[src/rtl/maxpool2_pkg.sv]
// Shared constants for the 2x2 max-pool stage that follows the binary convolution unit.
package maxpool2_pkg;
  localparam int DW   = 16;
  localparam int W_L1 = 24;
  localparam int W_L2 = 8;
  localparam int POOL = 2;
endpackage

[src/rtl/pool_line_buf.sv]
// Holds one row of horizontal pair maxima until the odd row arrives to finish each window.
module pool_line_buf #(
  parameter int DW    = 16,
  parameter int DEPTH = 12,
  parameter int AW    = $clog2(DEPTH)
) (
  input  logic          clk,
  input  logic          rstn,
  input  logic          i_we,
  input  logic [AW-1:0] i_waddr,
  input  logic [DW-1:0] i_wdata,
  input  logic [AW-1:0] i_raddr,
  output logic [DW-1:0] o_rdata
);

  logic [DW-1:0] r_mem [DEPTH];

  always_ff @(posedge clk or negedge rstn) begin
    if (!rstn) begin
      for (int i = 0; i < DEPTH; i++) r_mem[i] <= '0;
    end else if (i_we) begin
      r_mem[i_waddr] <= i_wdata;
    end
  end

  assign o_rdata = r_mem[i_raddr];

endmodule

[src/rtl/maxpool2.sv]
// 2x2 stride-2 max pooling over the conv output stream; emits the pooled map in raster order.
module maxpool2
  import maxpool2_pkg::*;
#(
  parameter int DW   = maxpool2_pkg::DW,
  parameter int MAXW = W_L1
) (
  input  logic                 clk,
  input  logic                 rstn,
  input  logic                 start,
  input  logic                 state,
  input  logic signed [DW-1:0] din,
  input  logic                 ivalid,
  output logic signed [DW-1:0] dout,
  output logic                 ovalid,
  output logic                 done
);

  localparam int CW    = $clog2(MAXW);
  localparam int DEPTH = MAXW / POOL;
  localparam int AW    = $clog2(DEPTH);

  logic        [CW-1:0] r_col;
  logic        [CW-1:0] r_row;
  logic signed [DW-1:0] r_hold;
  logic signed [DW-1:0] r_dout;
  logic                 r_ovalid;
  logic                 r_done;

  logic        [CW-1:0] w_last;
  logic                 w_accept;
  logic                 w_colLast;
  logic                 w_rowLast;
  logic        [AW-1:0] w_idx;
  logic                 w_we;
  logic signed [DW-1:0] w_hmax;
  logic signed [DW-1:0] w_bufRd;
  logic signed [DW-1:0] w_vmax;

  assign w_last    = state ? CW'(W_L2 - 1) : CW'(W_L1 - 1);
  assign w_accept  = ivalid && start;
  assign w_colLast = (r_col == w_last);
  assign w_rowLast = (r_row == w_last);
  assign w_idx     = AW'(r_col >> 1);
  assign w_we      = w_accept && r_col[0] && !r_row[0];

  // Both operands are signed, so these compares are two's complement.
  assign w_hmax = (din > r_hold) ? din : r_hold;
  assign w_vmax = (w_bufRd > w_hmax) ? w_bufRd : w_hmax;

  pool_line_buf #(
    .DW    (DW),
    .DEPTH (DEPTH),
    .AW    (AW)
  ) u_line_buf (
    .clk     (clk),
    .rstn    (rstn),
    .i_we    (w_we),
    .i_waddr (w_idx),
    .i_wdata (w_hmax),
    .i_raddr (w_idx),
    .o_rdata (w_bufRd)
  );

  // Dropping start clears position and flags; hold/dout keep stale data that is always rewritten before use.
  always_ff @(posedge clk or negedge rstn) begin
    if (!rstn) begin
      r_col    <= '0;
      r_row    <= '0;
      r_hold   <= '0;
      r_dout   <= '0;
      r_ovalid <= 1'b0;
      r_done   <= 1'b0;
    end else if (!start) begin
      r_col    <= '0;
      r_row    <= '0;
      r_ovalid <= 1'b0;
      r_done   <= 1'b0;
    end else begin
      r_ovalid <= 1'b0;
      r_done   <= 1'b0;
      if (w_accept) begin
        if (!r_col[0]) begin
          r_hold <= din;
        end else if (r_row[0]) begin
          r_dout   <= w_vmax;
          r_ovalid <= 1'b1;
          r_done   <= w_colLast && w_rowLast;
        end
        if (w_colLast) begin
          r_col <= '0;
          r_row <= w_rowLast ? '0 : r_row + 1'b1;
        end else begin
          r_col <= r_col + 1'b1;
        end
      end
    end
  end

  assign dout   = r_dout;
  assign ovalid = r_ovalid;
  assign done   = r_done;

endmodule

[config.mk]
export PLATFORM = sky130hd
export DESIGN_NAME = maxpool2
export DESIGN_NICKNAME = d
export VERILOG_FILES = /design/src/rtl/maxpool2_pkg.sv /design/src/rtl/pool_line_buf.sv /design/src/rtl/maxpool2.sv
export SDC_FILE = /design/constraint.sdc
export NUM_CORES = 1
export LEC_CHECK = 0
export ABC_AREA = 1
export BUFFER_PORTS_ARGS = -buffer_cell sky130_fd_sc_hd__buf_2
export CORE_UTILIZATION = 51
export DETAILED_ROUTE_END_ITERATION = 8
export MAX_ROUTING_LAYER = met4
export PLACE_DENSITY_LB_ADDON = 0.15
export SYNTH_ARGS = -nofsm -noshare
export SYNTH_HDL_FRONTEND = slang
export SYNTH_SLANG_ARGS = --single-unit
[constraint.sdc]
create_clock -name clk -period 6.85 [get_ports clk]
set_input_delay 0.3425 -clock clk [delete_from_list [all_inputs] [get_ports clk]]
set_output_delay 0.3425 -clock clk [all_outputs]
set_load 0.02 [all_outputs]
# Yosys cells after proc, flatten, opt, wreduce, memory -nomap -nowiden
# Index checks and enable logic that the tools add are counted.
dict set report op_classes {
  n_addsub 2
  multipliers 0
  n_div 0
  n_lt_le_gt_ge 4
  eq_ne 4
  shift 0
  n_mux 24
  bitwise_logic 2
  n_reduce_logical 9
}
# cell n
set op_table {}
lappend op_table {{192-bit bitwise mux} 1}
lappend op_table {{16-bit 2-to-1 mux} 5}
lappend op_table {{16-bit binary-select mux with 4-bit select} 1}
lappend op_table {{16-bit demux with 4-bit select} 1}
lappend op_table {{5-bit 2-to-1 mux} 8}
lappend op_table {{16-bit greater-than comparator} 2}
lappend op_table {{5-bit by 1-bit adder with 5-bit output, second input constant} 2}
lappend op_table {{5-bit equality test} 2}
lappend op_table {{1-bit 2-to-1 mux} 8}
lappend op_table {{5-bit >= comparator, second input constant} 1}
lappend op_table {{1-bit logical AND} 5}
lappend op_table {{5-bit by 1-bit < comparator with 1-bit output, second input constant} 1}
lappend op_table {{4-bit NOT with 5-bit output} 1}
lappend op_table {{2-bit by 1-bit != test with 1-bit output, second input constant} 2}
lappend op_table {{4-bit AND reduction} 1}
lappend op_table {{3-bit AND reduction} 1}
lappend op_table {{2-bit AND reduction} 1}
lappend op_table {{1-bit zero test} 1}
lappend op_table {{1-bit NOT} 1}
dict set report totals {
  regBits 236
  latch_bits 0
  ramBits 0
  romBits 0
  inputBits 21
  out_inout_bits 18
  wordCells 63
  memories 0
}

# Longest topological paths before layout
# Gate-level depths: netlist of run 1.
dict set report logic_depth {
  ltp_word 7
  depth_mapped 30
  ltp_nobuf 27
}

# Modules after synthesis
# A second synthesis of run 1 with hierarchy kept.
dict set report hier_totals {
  cells_unflattened 1653
  area_unflattened_um2 12470.7
}
# module n_inst cells_each area_per_inst_um2 seq_area_each_um2
set modules_own_cells {}
lappend modules_own_cells {pool_line_buf 1 1188 9100.0 4804.6}
lappend modules_own_cells {maxpool2 1 465 3370.7 1101.1}

# Least setup slack after synthesis of run 1
# No wires, ideal clock.
dict set report synth_timing {
  path_kind {flip-flop to flip-flop}
  startpoint {reg r_hold[7]}
  endpoint {reg r_dout[10] (netlist: dout[10])}
  setup_ns 0.116
  arrival_time_ns 3.168
  t_required_ns 6.734
  path_slack_ns 3.566
  path_stages_with_launch 28
  n_path_buf 3
  synth_period_minus_slack_ns 3.284
  path_cell_list {dfrtp_1 > inv_1 > ha_1 > nand2_1 > inv_1 > a21oi_1 > nand3_1 > nand2_1 > nand2_1 > nand2_2 > nand3_2 > buf_6 > nand2_1 > nand2_1 > buf_6 > ha_1 > nand2_1 > nor2_1 > nand2_1 > nor2_1 > nand2_1 > nand4_1 > nand2_2 > nand2_1 > buf_2 > nand3_1 > nand2_1 > nand2_1}
}
dict set report synth_via {
  elab_chain_len 4
}
# item line
set synth_lines {}
lappend synth_lines {{start, declared} maxpool2.sv:25} ;# logic signed [DW-1:0] r_hold;
lappend synth_lines {{start signal, assigned} maxpool2.sv:84} ;# r_hold <= din;
lappend synth_lines {{16-bit greater-than comparator} maxpool2.sv:48} ;# assign w_hmax = (din > r_hold) ? din : r_hold;
lappend synth_lines {{16-bit 2-to-1 mux *} maxpool2.sv:48}
lappend synth_lines {{16-bit greater-than comparator} maxpool2.sv:49} ;# assign w_vmax = (w_bufRd > w_hmax) ? w_bufRd : w_hmax;
lappend synth_lines {{16-bit 2-to-1 mux *} maxpool2.sv:49}
lappend synth_lines {{end signal, assigned} maxpool2.sv:86} ;# r_dout <= w_vmax;
lappend synth_lines {{end, declared} maxpool2.sv:26} ;# logic signed [DW-1:0] r_dout;
# Mark *: on every way between the ends. The rest lies on a longest branch, timed or not.
# A chain may end at the register's enable or synchronous reset.

# Worst setup path after layout of run 1
# Ends and elaborated chain as after synthesis.

==> metrics.csv, run 1 <==
metric,value,unit
post-synth top area share,0.478,
Synth Register Bits,236,
Setup TNS Final,0,ps
sequential area share after synthesis,0.478,
library cells used by synthesis,35,
Storage cell area,5910,um2
hold depth,3,
Hold Crit Start,din[6],
Resized Gates After CTS,0,
crit path launch type,flip-flop,
largest cells by area after synthesis,"dfrtp_1 (48%), nand2_1 (18%), o21ai_2 (7.6%)",
Syn Inst Count,1531,
worst path arrival time,5720,ps
Synth area leader,dfrtp_1,
# rows,56,
critical path's slowest cell,nand3_2,
leakage power,6.84,nW
DR pass1 iterations,5,
total CTS buffers,27,
CP endpoint kind,flip-flop,
Final #Nets,1575,
total die area,24900,um2
Setup Skew,11.4,ps
R2R cell count,22,
CP Max Fanout,32,
FILL cells,2268,
total grt overflow,0,
DR WL/cell,17.7,um
"most common cell after layout, fill and taps aside",nand2_1,
largest net degree at the start of global routing,125,
ant diodes,0,
maximum clock frequency,189,MHz
total number of vias,10100,
pwr dens,314,nW/um2
Final Hold Viols,0,
Syn Nets,1586,
Max Cap Viol,0,
Die Span X,158,um
Post-synth top flop,dfrtp_1,
critical path's most frequent cell,nand2_1,
most frequent cells in the layout,"nand2_1 (607), dfrtp_1 (236), o21ai_2 (108)",
Slew Limit Fails,0,
Port-buffer cells,38,
"antenna viol nets, final",0,
number of global-route vias before repair,9714,
Post-CTS Setup Inserts,0,
initial antenna violation count,0,
cts-stage hold buffer count,1,
ratio of cells with drive above 1 in the final layout,0.142,
worst rel slew slack,0.244,
Max clock buf depth,3,
cell-by-cell trace of the critical path,inv_1 > ha_1 > nand2_1 > inv_1 > a21oi_1 > nand3_1 > nand2_1 > nand2_1 > nand2_2 > nand3_2 > nand2_1 > nand2_1 > ha_1 > nand2_1 > nor2_1 > nand2_1 > inv_1 > nand2_1 > nand2_1 > nand3_1 > nand2_1 > nand2_1,
footprint of the multi-input gates,5490,um2
die span in y,158,um
routability congestion estimate,0.852,
DP HPWL,19600,um
RSZ-0062 raised after global routing,no,
"Cell Area, Synth",12400,um2
WL final,32900,um
DR vias/cell,5.44,
synthesis-to-layout area growth,8.62,%
worst hold path type,input pin to flip-flop,
clk_lat worst skew,530,ps
Clock H-tree levels,1,
Synth Warn #,0,
hold-critical path endpoint,r_hold[6],
largest stage delay on the critical path,650,ps
synthesized area per cell,8.08,um2
Least-Margin Pin Slew,1130,ps
CTS tree,yes,
Sink Count,236,
Finished Layout Cells,1857,
DR DRC count,0,
initial core utilization,0.524,
status,"complete, no violations",
core area,23600,um2
overall global routing resource usage,0.287,
dpl cells,1809,
Crit Path Category,flip-flop to flip-flop,
Max VDD drop,0.267,mV
worst r2r src,r_hold[7],
R2R Path End,dout[10],
Worst EP required,7270,ps
Synth async-reset ratio,1.00,
Setup-failing EPs final,0,
IO Pins,39,
flop2flop setup slack,1550,ps
CTS Root Buffer Type,clkbuf_16,
starting DRC count in detailed routing,750,
fin crit period,5300,ps
final period utilization,0.774,
Post-synth EDFFs,0,
clock slew at reported path FFs,60,ps
worst hold slack,109,ps
first-pass GRT wire length,53100,um
logic make-up after synthesis:
group,synth area share
simple gates,0.267
compound gates,0.139
flops,0.478
buf+inv,0.0794
fa+ha+maj,0.0344
xor+xnor,0.00283
report_power, final:
part           switching [mW]  internal [mW]
Sequential             0.0942           1.54
Combinational           0.814          0.351
Clock                   0.564          0.846
metal layers:
layer	wire, um	global-route usage	part of all wire	up-vias
met5	0	-	0	-
met4	721	0.0791	0.022	0
met3	1840	0.0422	0.056	60
met2	15100	0.450	0.46	279
met1	15300	0.388	0.46	4810
li1	-	-	-	4956
stage by stage:
step	total power [mW]	instance area [um2]	setup WS, ps	util
finish	4.21	13400	1550	0.569
global route	4.45	13400	984	0.569
floorplan	2.54	12400	3570	-
detailed placement	2.81	12600	1590	0.532
CTS	4.23	13400	1630	0.569
global placement	2.80	12600	1760	0.532
synth_stat cells, types with 2 or more instances:
cell type and number:
nand2_1 607, dfrtp_1 236, inv_1 109, o21ai_2 108, o21ai_0 73, nor2_1 68, nand4_1 66, clkbuf_1 42
nand3_1 40, ha_1 34, buf_2 23, o21ai_1 21, buf_6 16, a22o_1 15, a21oi_1 13, buf_4 10
nor3_1 10, clkbuf_2 6, a22oi_1 5, xor2_1 4, inv_2 3, nand2_2 3, nor3_2 3, o21bai_1 3
nand3_2 2, nor3b_1 2
critical path: cells and delay by family (launching register included):
kind	cells	cell delay, ps
buffers and inverters	3	200
DFF	1	380
and+or+nand+nor	16	3640
adders and majority gates	2	810
AOI/OAI and AO/OA	1	130
sequential cells by signal, indices dropped and copies added (netlist names):
register / count
done: 1
dout: 16
ovalid: 1
r_col: 5
r_hold: 16
r_row: 5
u_line_buf.r_mem: 192
worst max-delay path by stage:
| stage | from | to | slack (ps) | cells past startpoint |
|---|---|---|---|---|
| after floorplan | r_hold[7] | dout[10] | 3570 | 27 |
| after global placement | din[7] | dout[2] | 1760 | 20 |
| after detailed placement | din[7] | dout[13] | 1590 | 22 |
| after CTS | r_hold[7] | dout[13] | 1630 | 24 |
| after global routing | r_hold[7] | dout[13] | 980 | 25 |
| final | r_hold[7] | dout[10] | 1550 | 22 |
final cells by class:
type,count,share of cell area
tap,319,0.0297
clock buffer,43,0.0607
clock inverter,4,0.00363
sequential,236,0.440
inverter,113,0.0316
timing repair buffer,57,0.0257
multi-input combinational,1085,0.409
No activity file was read; power rests on OpenSTA's default activity.
==> run 2, diff against run 1 <==
ABC_AREA = 0   (was 1)
clock period = 5 ns   (was 6.85 ns; I/O delays follow)
==> metrics.csv, run 2 <==
metric,value,unit,change
Synth async-reset ratio,1.00,,unchanged
Storage cell area,5910,um2,about the same
worst path arrival time,5130,ps,was 5720 ps
Sink Count,236,,unchanged
Syn Inst Count,1036,,was 1531
Final Hold Viols,0,,unchanged
status,"complete, no violations",,unchanged
Synth Warn #,0,,unchanged
Port-buffer cells,38,,unchanged
largest stage delay on the critical path,440,ps,was 650 ps
Largest register FFs,192,,unchanged
Max clock buf depth,3,,unchanged
"Core Util, Final",0.597,,was 0.569
library cells used by synthesis,39,,was 35
overall global routing resource usage,0.268,,was 0.287
ant diodes,0,,unchanged
Syn Nets,1091,,was 1586
largest net degree at the start of global routing,121,,was 125
Final #Nets,1133,,was 1575
CTS tree,yes,,unchanged
critical path's most frequent cell,a21o_1,,was nand2_1
DR vias/cell,5.75,,was 5.44
Setup-failing EPs final,0,,unchanged
WL final,27200,um,was 32900 um
total CTS buffers,26,,was 27
Post-synth top flop,dfrtp_1,,unchanged
Crit Path Category,flip-flop to flip-flop,,unchanged
total grt overflow,0,,unchanged
"antenna viol nets, final",0,,unchanged
fin crit period,4690,ps,was 5300 ps
Resized Gates After CTS,0,,unchanged
Setup TNS Final,0,ps,unchanged
Die Span X,149,um,was 158 um
pwr dens,389,nW/um2,was 314 nW/um2
initial antenna violation count,0,,unchanged
IO Pins,39,,unchanged
Least-Margin Pin Slew,980,ps,was 1130 ps
Post-synth EDFFs,0,,unchanged
most frequent cells in the layout,"dfrtp_1 (234), nor2_1 (170), a21oi_1 (170)",,"was nand2_1 (607), dfrtp_1 (236), o21ai_2 (108)"
DR WL/cell,19.9,um,was 17.7 um
Setup Skew,14.6,ps,was 11.4 ps
footprint of the multi-input gates,4740,um2,was 5490 um2
critical path's slowest cell,a221oi_1,,was nand3_2
starting DRC count in detailed routing,537,,was 750
Post-CTS Setup Inserts,0,,unchanged
routability congestion estimate,0.809,,was 0.852
DR DRC count,0,,unchanged
"Cell Area, Synth",11100,um2,was 12400 um2
clock slew at reported path FFs,60,ps,about the same
DR pass1 iterations,5,,unchanged
clk_lat worst skew,540,ps,was 530 ps
total die area,22300,um2,was 24900 um2
maximum clock frequency,213,MHz,was 189 MHz
commonest cells in the netlist,"dfrtp_1 (236), nor2_1 (178), a21oi_1 (170)",,"was nand2_1 (607), dfrtp_1 (236), inv_1 (109)"
Clock H-tree levels,1,,unchanged
leakage power,5.82,nW,was 6.84 nW
post-synth top area share,0.533,,was 0.478
worst hold path type,input pin to flip-flop,,unchanged
top-count cell post-synth,dfrtp_1,,was nand2_1
Synth Register Bits,236,,unchanged
largest cells by area after synthesis,"dfrtp_1 (53%), mux4_2 (9.8%), a21oi_1 (7.7%)",,"was dfrtp_1 (48%), nand2_1 (18%), o21ai_2 (7.6%)"
DP HPWL,17000,um,was 19600 um
die span in y,149,um,was 158 um
Max VDD drop,0.310,mV,was 0.267 mV
synthesis-to-layout area growth,14.0,%,was 8.62%
RSZ-0062 raised after global routing,no,,unchanged
Synth area leader,dfrtp_1,,unchanged
worst rel slew slack,0.345,,was 0.244
# rows,53,,was 56
cts-stage hold buffer count,16,,was 1
initial core utilization,0.524,,about the same
final period utilization,0.938,,was 0.774
first-pass GRT wire length,43800,um,was 53100 um
total number of vias,7877,,was 10100
Max Cap Viol,0,,unchanged
cell-by-cell trace of the critical path,inv_1 > ha_1 > nand4_1 > nor3_1 > o31a_1 > a211o_1 > mux2i_4 > buf_4 > mux2i_1 > ha_1 > a21o_1 > a21o_1 > a21o_1 > a221oi_1 > a21oi_1 > nand2b_1 > o21ai_0,,was inv_1 > ha_1 > nand2_1 > inv_1 > a21oi_1 > nand3_1 > nand2_1 > nand2_1 > nand2_2 > nand3_2 > nand2_1 > nand2_1 > ha_1 > nand2_1 > nor2_1 > nand2_1 > inv_1 > nand2_1 > nand2_1 > nand3_1 > nand2_1 > nand2_1
Worst EP required,5440,ps,was 7270 ps
sequential area share after synthesis,0.533,,was 0.478
ratio of cells with drive above 1 in the final layout,0.174,,was 0.142
CP Max Fanout,16,,was 32
Slew Limit Fails,0,,unchanged
CTS Root Buffer Type,clkbuf_16,,unchanged
"most common cell after layout, fill and taps aside",dfrtp_1,,was nand2_1
synthesized area per cell,10.7,um2,was 8.08 um2
core area,21200,um2,was 23600 um2
Biggest register,u_line_buf.r_mem,,unchanged
crit path launch type,flip-flop,,unchanged
FILL cells,1747,,was 2268
CP endpoint kind,flip-flop,,unchanged
number of global-route vias before repair,7958,,was 9714
==> run 2: metal layers <==
metal  share of wire  vias up  track usage
li1                -     3726            -
met1            0.45     3935        0.370
met2            0.48      167        0.424
met3           0.046       49       0.0306
met4           0.023        0       0.0679
met5               0        -            -
==> run 2: power by group <==
| part | total [mW] | internal (mW) | switching [mW] |
|---|---|---|---|
| clock | 1.82 | 1.07 | 0.752 |
| sequential | 2.10 | 2.02 | 0.0775 |
| combinational | 0.985 | 0.418 | 0.567 |
| total | 4.90 | 3.51 | 1.40 |
==> run 2: critical path, delay by kind of cell (launching register included) <==
kind | cells | cell delay [ps]
mux | 2 | 690
fa+ha+maj | 2 | 600
flops | 1 | 360
buf+inv | 2 | 270
compound gates | 8 | 1760
simple gates | 3 | 900
==> run 2: cell families after synthesis <==
| family | count (synthesis) | share of synthesized area |
|---|---|---|
| multiplexers | 98 | 0.146 |
| adder cells (fa/ha/maj) | 34 | 0.0384 |
| buffers and inverters | 116 | 0.0418 |
| AND/OR/NAND/NOR | 273 | 0.102 |
| AO/OA/AOI/OAI | 273 | 0.134 |
| XOR/XNOR | 6 | 0.00474 |
| flip-flops | 236 | 0.533 |
==> run 2: through the flow <==
stage	instance area (um2)	worst slack (ps)	power [mW]	hold WS [ps]	std cells
2_1_floorplan	11100	378	2.78	-45.6	1036
3_3_place_gp	11700	495	3.09	406	1309
3_5_place_dp	11700	340	3.10	415	1309
4_1_cts	12600	339	4.94	15.1	1370
5_1_grt	12600	18.8	5.14	54.4	1370
6_report	12600	310	4.90	28.3	1370
==> run 2: area by class of cell <==
cell class | instances | share of cell area
clock buffers | 40 | 0.0589
clock inverters | 5 | 0.00486
inverters | 36 | 0.0107
multi-input cells | 684 | 0.376
flip-flops and latches | 236 | 0.468
well taps | 275 | 0.0273
repair buffers | 94 | 0.0543
==> run 2: final timing paths <==
kind | slack (ps) | depth (start not counted) | to | start
worst min-delay path | 30 | 3 | r_hold[0] | din[0]
worst max register to register | 310 | 17 | dout[11] | r_hold[13]
min in group asynchronous | 390 | 2 | u_line_buf.r_mem[162] | rstn
worst min register to register | 480 | 2 | u_line_buf.r_mem[148] | u_line_buf.r_mem[148]
worst max-delay path | 310 | 17 | dout[11] | r_hold[13]
max in group asynchronous | 3420 | 3 | u_line_buf.r_mem[8] | rstn
